### config.mk
export PLATFORM = sky130hd
export DESIGN_NAME = eco32f_fetch_flat
export DESIGN_NICKNAME = d
export VERILOG_FILES = /design/src/rtl/eco32f_fetch_pkg.sv /design/src/rtl/eco32f_fetch_if.sv /design/src/rtl/eco32f_fetch_skid.sv /design/src/rtl/eco32f_fetch.sv /design/src/flat_wrapper.sv
export SDC_FILE = /design/constraint.sdc
export NUM_CORES = 1
export LEC_CHECK = 0
export ABC_AREA = 0
export ABC_CLOCK_PERIOD_IN_PS = 17800
export BUFFER_PORTS_ARGS = -buffer_cell sky130_fd_sc_hd__buf_2
export CAP_MARGIN = 10
export CORE_ASPECT_RATIO = 0.8
export CORE_MARGIN = 5
export CORE_UTILIZATION = 50
export DETAILED_ROUTE_END_ITERATION = 10
export PLACE_DENSITY = 0.72
export SETUP_SLACK_MARGIN = 0.4
export SLEW_MARGIN = 15
export SYNTH_ARGS = -nofsm -noshare
export SYNTH_HDL_FRONTEND = slang
export SYNTH_SLANG_ARGS = --single-unit
### constraint.sdc
create_clock -name clk -period 17.8 [get_ports clk]
set_input_delay 3.56 -clock clk [delete_from_list [all_inputs] [get_ports clk]]
set_output_delay 3.56 -clock clk [all_outputs]
set_load 0.05 [all_outputs]
### src/rtl/eco32f_fetch_pkg.sv
// Shared definitions for the eco32f fetch stage: widths, reset PC, FSM encoding,
// and the {pc, insn, fault} entry that moves through the output and skid registers.
// No logic of its own; imported by the interface, the skid buffer and the top.
package eco32f_fetch_pkg;

    localparam int ADDR_W = 32;
    localparam int INSN_W = 32;

    localparam logic [ADDR_W-1:0] RESET_PC_DEF = 32'hE000_0000;

    typedef enum logic [1:0] {
        ST_IDLE    = 2'd0,  // no request on the bus
        ST_REQ     = 2'd1,  // request for ibus_adr outstanding, response wanted
        ST_DISCARD = 2'd2,  // request outstanding, response will be dropped
        ST_HALT    = 2'd3   // bus fault delivered, waiting for a redirect
    } fetch_state_t;

    typedef struct packed {
        logic [ADDR_W-1:0] pc;
        logic [INSN_W-1:0] insn;
        logic              fault;
    } fetch_ent_t;

    // Instruction addresses are word aligned; drop the byte offset.
    function automatic logic [ADDR_W-1:0] word_align(input logic [ADDR_W-1:0] a);
        return {a[ADDR_W-1:2], 2'b00};
    endfunction

endpackage

### src/rtl/eco32f_fetch_if.sv
// Instruction bus between the fetch stage (master) and memory (slave).
// Ports: ibus_req/ibus_adr from master; ibus_ack/ibus_err/ibus_dat from slave.
// Backpressure: a request is held until ack or err; there is no abort.
interface eco32f_fetch_if;
    import eco32f_fetch_pkg::*;

    logic              ibus_req;
    logic [ADDR_W-1:0] ibus_adr;
    logic              ibus_ack;
    logic              ibus_err;
    logic [INSN_W-1:0] ibus_dat;

    modport master (
        output ibus_req,
        output ibus_adr,
        input  ibus_ack,
        input  ibus_err,
        input  ibus_dat
    );

    modport slave (
        input  ibus_req,
        input  ibus_adr,
        output ibus_ack,
        output ibus_err,
        output ibus_dat
    );
endinterface

### src/rtl/eco32f_fetch_skid.sv
// One-entry skid buffer for a fetched {pc, insn, fault} while decode is stalled.
// Ports: clear/load/unload controls, din in; full flag and dout out. Latency 1 cycle.
// Priority is clear > load > unload; a load into a full buffer overwrites it.
module eco32f_fetch_skid
    import eco32f_fetch_pkg::*;
(
    input  logic       clk,
    input  logic       rst,
    input  logic       clear,
    input  logic       load,
    input  logic       unload,
    input  fetch_ent_t din,
    output logic       full,
    output fetch_ent_t dout
);

    always_ff @(posedge clk or posedge rst) begin
        if (rst) begin
            full <= 1'b0;
            dout <= '0;
        end else if (clear) begin
            full <= 1'b0;
        end else if (load) begin
            full <= 1'b1;
            dout <= din;
        end else if (unload) begin
            full <= 1'b0;
        end
    end

endmodule

### src/rtl/eco32f_fetch.sv
// Fetch stage: owns the PC, issues one-word ibus requests, delivers {pc, insn, fault}.
// Ports: clk/rst, ibus master, stall/flush/redirect controls, if_* output register.
// Latency: ack in cycle N -> if_* in N+1. Stall holds output plus one skid entry.
module eco32f_fetch
    import eco32f_fetch_pkg::*;
#(
    parameter logic [ADDR_W-1:0] RESET_PC = RESET_PC_DEF
) (
    input  logic              clk,
    input  logic              rst,
    eco32f_fetch_if.master    ibus,
    input  logic              if_stall,
    input  logic              if_flush,
    input  logic              do_branch,
    input  logic [ADDR_W-1:0] branch_pc,
    input  logic              do_exception,
    input  logic [ADDR_W-1:0] exception_pc,
    output logic              if_valid,
    output logic [ADDR_W-1:0] if_pc,
    output logic [INSN_W-1:0] if_insn,
    output logic              if_exc_ibus_fault
);

    fetch_state_t      state, state_n;
    logic [ADDR_W-1:0] pc, pc_n;
    logic [ADDR_W-1:0] adr;

    logic              redirect;
    logic [ADDR_W-1:0] target;
    logic              bus_done;
    logic              resp_keep;
    fetch_ent_t        resp_ent;

    logic              skid_full;
    logic              skid_load;
    logic              skid_unload;
    logic              skid_clear;
    fetch_ent_t        skid_ent;
    logic              out_busy;

    assign redirect  = do_exception | do_branch;
    assign target    = word_align(do_exception ? exception_pc : branch_pc);
    assign bus_done  = ibus.ibus_ack | ibus.ibus_err;
    // A response is only kept in REQ and only if no redirect kills it this cycle.
    assign resp_keep = (state == ST_REQ) && bus_done && !redirect;

    // err wins over ack: a faulting fetch carries a zero instruction word.
    assign resp_ent.pc    = adr;
    assign resp_ent.insn  = ibus.ibus_err ? '0 : ibus.ibus_dat;
    assign resp_ent.fault = ibus.ibus_err;

    // A flush frees the output register in the same cycle.
    assign out_busy    = if_valid && !if_flush;
    assign skid_clear  = redirect | if_flush;
    assign skid_load   = resp_keep && if_stall && out_busy;
    assign skid_unload = !if_stall && skid_full;

    assign ibus.ibus_req = (state == ST_REQ) || (state == ST_DISCARD);
    assign ibus.ibus_adr = adr;

    // Wherever the FSM would pass through IDLE with nothing blocking a new fetch,
    // it goes straight to REQ, so the next request is on the bus one cycle after
    // a redirect or a discarded response rather than two.
    always_comb begin
        state_n = state;
        pc_n    = pc;
        unique case (state)
            ST_IDLE: begin
                if (redirect) begin
                    pc_n    = target;
                    state_n = if_stall ? ST_IDLE : ST_REQ;
                end else if (!if_stall && !skid_full) begin
                    state_n = ST_REQ;
                end
            end
            ST_REQ: begin
                if (redirect) begin
                    pc_n    = target;
                    // Without a response the bus cannot abort: keep req up, drop later.
                    if (bus_done) state_n = if_stall ? ST_IDLE : ST_REQ;
                    else          state_n = ST_DISCARD;
                end else if (bus_done) begin
                    pc_n = pc + 32'd4;  // wraps FFFF_FFFC -> 0
                    if (ibus.ibus_err)                state_n = ST_HALT;
                    else if (!if_stall && !skid_load) state_n = ST_REQ;
                    else                              state_n = ST_IDLE;
                end
            end
            ST_DISCARD: begin
                if (redirect) pc_n = target;
                if (bus_done) state_n = if_stall ? ST_IDLE : ST_REQ;
            end
            ST_HALT: begin
                if (redirect) begin
                    pc_n    = target;
                    state_n = if_stall ? ST_IDLE : ST_REQ;
                end
            end
            default: state_n = ST_IDLE;
        endcase
    end

    always_ff @(posedge clk or posedge rst) begin
        if (rst) begin
            state <= ST_IDLE;
            pc    <= RESET_PC;
            adr   <= RESET_PC;
        end else begin
            state <= state_n;
            pc    <= pc_n;
            // The bus address only moves when a new request starts; in DISCARD it
            // stays on the abandoned request while pc already holds the target.
            if (state_n == ST_REQ) adr <= pc_n;
        end
    end

    // Output register: skid entry first (older), then a fresh response.
    always_ff @(posedge clk or posedge rst) begin
        if (rst) begin
            if_valid          <= 1'b0;
            if_pc             <= '0;
            if_insn           <= '0;
            if_exc_ibus_fault <= 1'b0;
        end else if (redirect) begin
            if_valid <= 1'b0;
        end else if (!if_stall && skid_full && !if_flush) begin
            if_valid          <= 1'b1;
            if_pc             <= skid_ent.pc;
            if_insn           <= skid_ent.insn;
            if_exc_ibus_fault <= skid_ent.fault;
        end else if (resp_keep && (!if_stall || !out_busy)) begin
            // A response arriving with a flush is newer than what was flushed
            // and pc has already moved past it, so it is kept.
            if_valid          <= 1'b1;
            if_pc             <= resp_ent.pc;
            if_insn           <= resp_ent.insn;
            if_exc_ibus_fault <= resp_ent.fault;
        end else if (!if_stall || if_flush) begin
            if_valid <= 1'b0;
        end
    end

    eco32f_fetch_skid u_skid (
        .clk    (clk),
        .rst    (rst),
        .clear  (skid_clear),
        .load   (skid_load),
        .unload (skid_unload),
        .din    (resp_ent),
        .full   (skid_full),
        .dout   (skid_ent)
    );

endmodule

### src/flat_wrapper.sv
// flat-port wrapper written by rule: the top's interface ports become plain ports
module eco32f_fetch_flat import eco32f_fetch_pkg::*;
#(
    parameter logic [ADDR_W-1:0] RESET_PC = RESET_PC_DEF
)
  (clk, rst, if_stall, if_flush, do_branch, branch_pc, do_exception, exception_pc, if_valid, if_pc, if_insn, if_exc_ibus_fault, ibus_ibus_req, ibus_ibus_adr, ibus_ibus_ack, ibus_ibus_err, ibus_ibus_dat);
  eco32f_fetch_if ibus_i ();
  input  logic clk;
  input  logic rst;
  input  logic if_stall;
  input  logic if_flush;
  input  logic do_branch;
  input  logic [ADDR_W-1:0] branch_pc;
  input  logic do_exception;
  input  logic [ADDR_W-1:0] exception_pc;
  output logic if_valid;
  output logic [ADDR_W-1:0] if_pc;
  output logic [INSN_W-1:0] if_insn;
  output logic if_exc_ibus_fault;
  output wire logic [$bits(ibus_i.ibus_req)-1:0] ibus_ibus_req;
  output wire logic [$bits(ibus_i.ibus_adr)-1:0] ibus_ibus_adr;
  input wire logic [$bits(ibus_i.ibus_ack)-1:0] ibus_ibus_ack;
  input wire logic [$bits(ibus_i.ibus_err)-1:0] ibus_ibus_err;
  input wire logic [$bits(ibus_i.ibus_dat)-1:0] ibus_ibus_dat;
  assign ibus_ibus_req = ibus_i.ibus_req;
  assign ibus_ibus_adr = ibus_i.ibus_adr;
  assign ibus_i.ibus_ack = ibus_ibus_ack;
  assign ibus_i.ibus_err = ibus_ibus_err;
  assign ibus_i.ibus_dat = ibus_ibus_dat;
  eco32f_fetch #(.RESET_PC(RESET_PC)) u_core (.clk(clk), .rst(rst), .ibus(ibus_i), .if_stall(if_stall), .if_flush(if_flush), .do_branch(do_branch), .branch_pc(branch_pc), .do_exception(do_exception), .exception_pc(exception_pc), .if_valid(if_valid), .if_pc(if_pc), .if_insn(if_insn), .if_exc_ibus_fault(if_exc_ibus_fault));
endmodule
=== Yosys cells after proc, flatten, opt, wreduce, memory -nomap -nowiden ===
Cells that the tools add are included.

* Register bits: 198
* Word-level logic and storage cells: 77
* Input port bits: 104

* $add $sub $neg: 1
* Muxes and demuxes: 30
* Bitwise operators: 5
* Eq/ne operators: 4
* Reductions and logical operators: 26

{| class="wikitable"
|+ Operators by type and width
! kind !! count
|-
| 32-bit two-way mux || 9
|-
| 32-bit case mux with 2 select lines || 1
|-
| 32-bit by 3-bit adder with 32-bit output (second input constant) || 1
|-
| 2-bit two-way mux || 8
|-
| 1-bit two-way mux || 11
|-
| 1-bit logical AND || 10
|-
| 2-bit case mux with 4 select lines || 1
|-
| 1-bit zero test || 6
|-
| 2-bit by 1-bit equality test with 1-bit output (second input constant) || 2
|-
| 2-bit equality test (second input constant) || 2
|-
| 2-bit AND reduction || 2
|-
| 4-bit nonzero test || 1
|-
| 1-bit logical OR || 3
|-
| 1-bit bitwise OR || 3
|-
| 3-bit nonzero test || 1
|-
| 3-bit OR reduction || 1
|-
| 2-bit zero test || 1
|-
| 1-bit inverter || 2
|-
| 2-bit nonzero test || 1
|}

=== Depth between registers and ports, before layout ===
* Depth after elaboration: 13
* Mapped depth: 10
* Gate-level depth less buffers: 8

=== Cells and area by module ===
Synthesis repeated with hierarchy kept, for this count alone.

* Cell total of the unflattened synthesis: 846
* Area total of the unflattened synthesis: 9,878.2 um^2

{| class="wikitable"
|+ Modules (own cells, without submodules)
! module !! area an instance (um^2) !! seq. area each (um^2) !! instances !! cells each
|-
| eco32f_fetch || 7,146.9 || 3,310.7 || 1 || 703
|-
| eco32f_fetch_skid || 2,731.4 || 1,651.6 || 1 || 143
|}

=== Worst setup path after synthesis ===
No wires, ideal clock.

* Path kind: input port to flip-flop
* From: input do_exception
* To: register u_core.adr[18], in the netlist u_core.ibus.ibus_adr[18]
* Setup time: 0.125 ns
* Required time: 17.675 ns
* Stages: 8
* Slack: 12.576 ns
* Arrival: 5.099 ns
* Cell sequence: buf_2 nor2_1 buf_2 o21ai_0 a21boi_0 o31ai_2 buf_2 mux2_2

* Cells in the longest elaborated chain, start to end: 13
* Elaborated cells on any way between the ends: 19
* Those cells by class: eq/ne (1); mux (11); bitwise (1); reduce/logical (6)

{| class="wikitable"
|+ Ends and longest elaborated chain
! element !! RTL line !! RTL
|-
| from (decl) || flat_wrapper.sv:14 || <nowiki>input logic do_exception;</nowiki>
|-
| 1-bit bitwise OR || eco32f_fetch.sv:41 || <nowiki>assign redirect = do_exception | do_branch;</nowiki>
|-
| 1-bit zero test || eco32f_fetch.sv:45 || <nowiki>assign resp_keep = (state == ST_REQ) && bus_done && !redirect;</nowiki>
|-
| 1-bit logical AND || eco32f_fetch.sv:45 ||
|-
| 1-bit logical AND (2 in a row) || eco32f_fetch.sv:55 || <nowiki>assign skid_load = resp_keep && if_stall && out_busy;</nowiki>
|-
| 1-bit zero test || eco32f_fetch.sv:85 || <nowiki>else if (!if_stall && !skid_load) state_n = ST_REQ;</nowiki>
|-
| 1-bit logical AND || eco32f_fetch.sv:85 ||
|-
| 1-bit two-way mux || eco32f_fetch.sv:85 ||
|-
| 2-bit two-way mux || eco32f_fetch.sv:84 || <nowiki>if (ibus.ibus_err) state_n = ST_HALT;</nowiki>
|-
| 2-bit two-way mux || eco32f_fetch.sv:82 || <nowiki>end else if (bus_done) begin</nowiki>
|-
| 2-bit two-way mux || eco32f_fetch.sv:77 || <nowiki>if (redirect) begin</nowiki>
|-
| 2-bit case mux with 4 select lines || eco32f_fetch.sv:67 || <nowiki>unique case (state)</nowiki>
|-
| 2-bit by 1-bit equality test with 1-bit output || eco32f_fetch.sv:113 || <nowiki>if (state_n == ST_REQ) adr <= pc_n;</nowiki>
|-
| to (signal assigned) || eco32f_fetch.sv:113 ||
|-
| to (decl) || eco32f_fetch.sv:26 || <nowiki>logic [ADDR_W-1:0] adr;</nowiki>
|}

Parallel ways exist; a longest one is shown, timed or not.
A chain may end at the register's enable or synchronous reset.

=== Worst setup path in the final report ===
* From: input do_exception
* To: register u_core.adr[22], in the netlist u_core.ibus.ibus_adr[22]

The elaborated chain is that of the path after synthesis.

==> metrics.yaml <==
critPathKind: "primary input to register"
insertion_delay_ns: 0.43
synth-simple-area-share_pct: 15.2
worst_pin_slew_ns: 1.17
avgSynthCellArea_um2: 10.2
synth_cells: 920
cts_resized: 0
drc: 0
setup_tns_ns: 0
worst-path-buf-inv: 4
ys_types: 52
min_from: "u_core.u_skid.dout[24]"
total_leakage_power_nw: 4.97
grt_max_degree: 125
firstDrtPassIters: 4
die_y_um: 132
die_w_um: 163
max_freq_ghz: 0.155
initialDrtViolationCount: 349
ys_ff_latch: 198
switching_share_pct: 47.1
nFillCells: 1620
io_buffers: 198
yosysTopAreaCellShare_pct: 51.2
worstPathRequired_ns: 18.11
syn_nets: 1029
synth.cell_area_mm2: 0.00938
synth-compound-area-share_pct: 11.5
ys_warn_count: 0
yosysSeqAreaShare_pct: 52.9
numCtsBuffers: 17
clk_transition_reported_paths_ns: 0.08
min_period_over_period_pct: 36.3
grt_first_pass_wirelength_um: 36000
cts-root-buf: "clkbuf_16"
routedWlPerCell_um: 16.9
holdWs_ns: 0.484
path_common_cell: "buf_4"
synth_top_family_by_area: "simple AND/OR/NAND/NOR gates"
worstPathCellList: "buf_2 > buf_4 > nor2_2 > buf_4 > o21ai_0 > and2_1 > o31ai_4 > buf_4 > mux2_2"
cp-startpoint: "do_exception"
antenna_found_initial: 5
drt-total-wl_um: 22300
overflow: 0
synthAdderAreaFrac_pct: 0.667
drv_slew: 0
synthXorXnorAreaFrac_pct: 2.43
crit_fanout: 53
yosysTopAreaCell: "dfrtp_1"
io_pins: 203
cts_tree: "yes"
htree_levels: 4
p_int_mw: 1.01
viasPerCell: 5.33
area_growth_pct: 16.1
p_total_mw: 1.90
clock-sinks: 198
status: "completed"
r2r_setup_slack_ns: 14.10
place_inst: 1289
dieArea_mm2: 0.0216
post_cts_buffers: 0
core_area_mm2: 0.0183
gp_congestion: 0.798
async_flop_share_pct: 100
hold_violations: 0
power_density_mw_per_mm2: 174
seqPwrFrac_pct: 35.9
rsz0062_at_grt: "no"
cp.arrival_ns: 6.77
pwr-share-clk_pct: 19.6
synth_edf_count: 0
ctsLongestPathBuffers: 2
cp-end-kind: "register"
place_hpwl_um: 14900
track_usage_pct: 20.7
ir_worst_vdd_v: 0.000102
p_sw_uw: 895
crit_path_start_kind: "primary input"
fin_crit_ns: 6.46
stdcell_count: 1323
initial_core_util_pct: 51.3
critPathTopFamily: "buffers and inverters"
post_route_cells_drive_above_1_share_pct: 30.1
synth.area.mux_share_pct: 12.1
cap_violations: 0
nets: 1164
ys_top_cells_by_area: "dfrtp_1 (51%), mux2_2 (7.7%), a21oi_1 (6.1%)"
worst_clock_skew_ns: 0.0103
grt_pass1_vias: 6787
cpMaxStageDelayCell: "o31ai_4"
setup_viol: 0
drtAntennaViolNets: 0
rows: 44
num_vias: 7052
cts_hold_buf: 0
reg2reg_from: "u_core.state[1]"
worstHoldPathType: "register to register"
ys.flop_type: "dfrtp_1"
max_stage_delay_ns: 0.68
max_slew_margin_pct: 22.0
p_comb_share_pct: 44.5
==> cell families after synthesis <==
group                      Yosys count
AOI/OAI and AO/OA                  194
muxes                              105
xor gates and xnor gates            26
buffers and inverters               95
adders and majority gates            5
DFF                                198
and+or+nand+nor                    297
==> cells in the final DEF (no fill, tap or decap), types with 10 or more instances in the layout <==
| master | count |
|---|---|
| buf_2 | 198 |
| dfrtp_1 | 192 |
| nor2_1 | 116 |
| a21oi_1 | 115 |
| nand2_1 | 71 |
| mux2_2 | 64 |
| o21ai_0 | 45 |
| mux2i_1 | 40 |
| nand2b_1 | 33 |
| xor2_1 | 17 |
| clkbuf_16 | 17 |
| nand3_1 | 13 |
| nand4_1 | 10 |
==> cells in the mapped netlist (all sizes together), types with 2 or more instances <==
library cell  instances
nand2                71
buf                  47
clkbuf               43
dfstp                 6
nand3                14
dfrtp               192
nor2                118
a211oi                7
a21oi               116
nand2b               33
xor2                 17
or2                   2
a21o                  4
xnor2                 9
ha                    5
mux2i                40
mux2                 65
and2                  6
nor2b                 7
o31ai                 3
and3                  5
o21ai                46
a221oi                3
inv                   4
o31a                  2
nor4                  8
nor3                  9
nand4                11
nor3b                 6
o221ai                8
==> routing by layer <==
| metal | GRT usage, % | vias to the layer above | part of all wire, % |
|---|---|---|---|
| li1 | - | 3427 | - |
| met1 | 29.8 | 3456 | 47 |
| met2 | 31.7 | 144 | 46 |
| met3 | 5.25 | 19 | 5.4 |
| met4 | 5.03 | 6 | 0.85 |
| met5 | 0 | - | 0.17 |
==> power groups by stage <==
| stage | Combinational [mW] | Clock, mW | Sequential, mW |
|---|---|---|---|
| floorplan | 0.444 | 0 | 0.938 |
| global placement | 0.840 | 0 | 0.686 |
| detailed placement | 0.851 | 0 | 0.691 |
| CTS | 0.854 | 0.382 | 0.683 |
| global route | 0.897 | 0.399 | 0.702 |
| finish | 0.845 | 0.372 | 0.682 |
==> tightest hold or removal path: cells and delay by family, from the launching register on <==
family | cells | cell delay [ns]
DFF | 1 | 0.35
and+or+nand+nor | 1 | 0.04
AOI/OAI and AO/OA | 1 | 0.06
==> metrics by stage <==
step / area, µm² / worst slack (ns) / utilization, %
after detailed placement: 10300 / 10.92 / 56.4
final: 10900 / 11.34 / 59.6
after floorplan: 9380 / 8.85 / -
after CTS: 10900 / 11.35 / 59.5
after global placement: 10300 / 10.94 / 56.4
after global routing: 10900 / 11.14 / 59.6
==> state kept, by name, summed over array words and instances (netlist names) <==
signal,count
u_core.if_pc,32
u_core.if_valid,1
u_core.ibus.ibus_adr,32
u_core.pc,32
u_core.state,2
u_core.u_skid.full,1
u_core.if_exc_ibus_fault,1
u_core.if_insn,32
u_core.u_skid.dout,65
==> cell type report <==
| class | count | area, µm² | share of cell area [%] |
|---|---|---|---|
| antenna | 2 | 5.00 | 0.0460 |
| clock buffer | 18 | 429 | 3.94 |
| clock inverter | 14 | 136 | 1.25 |
| inverter | 5 | 26.3 | 0.241 |
| multi-input combinational | 627 | 3960 | 36.4 |
| sequential | 198 | 4960 | 45.6 |
| tap | 253 | 317 | 2.91 |
| timing repair buffer | 206 | 1050 | 9.65 |
==> path summary, 6_finish.rpt <==
check                                                end  cells after the start
worst min register to register    u_core.u_skid.dout[24]                      2
worst min-delay path              u_core.u_skid.dout[24]                      2
worst max-delay path            u_core.ibus.ibus_adr[22]                      9
max in group asynchronous                  u_core.pc[24]                      3
worst max register to register           u_core.if_pc[1]                      9
min in group asynchronous             u_core.if_insn[25]                      2
No activity file was read; power rests on OpenSTA's default activity.
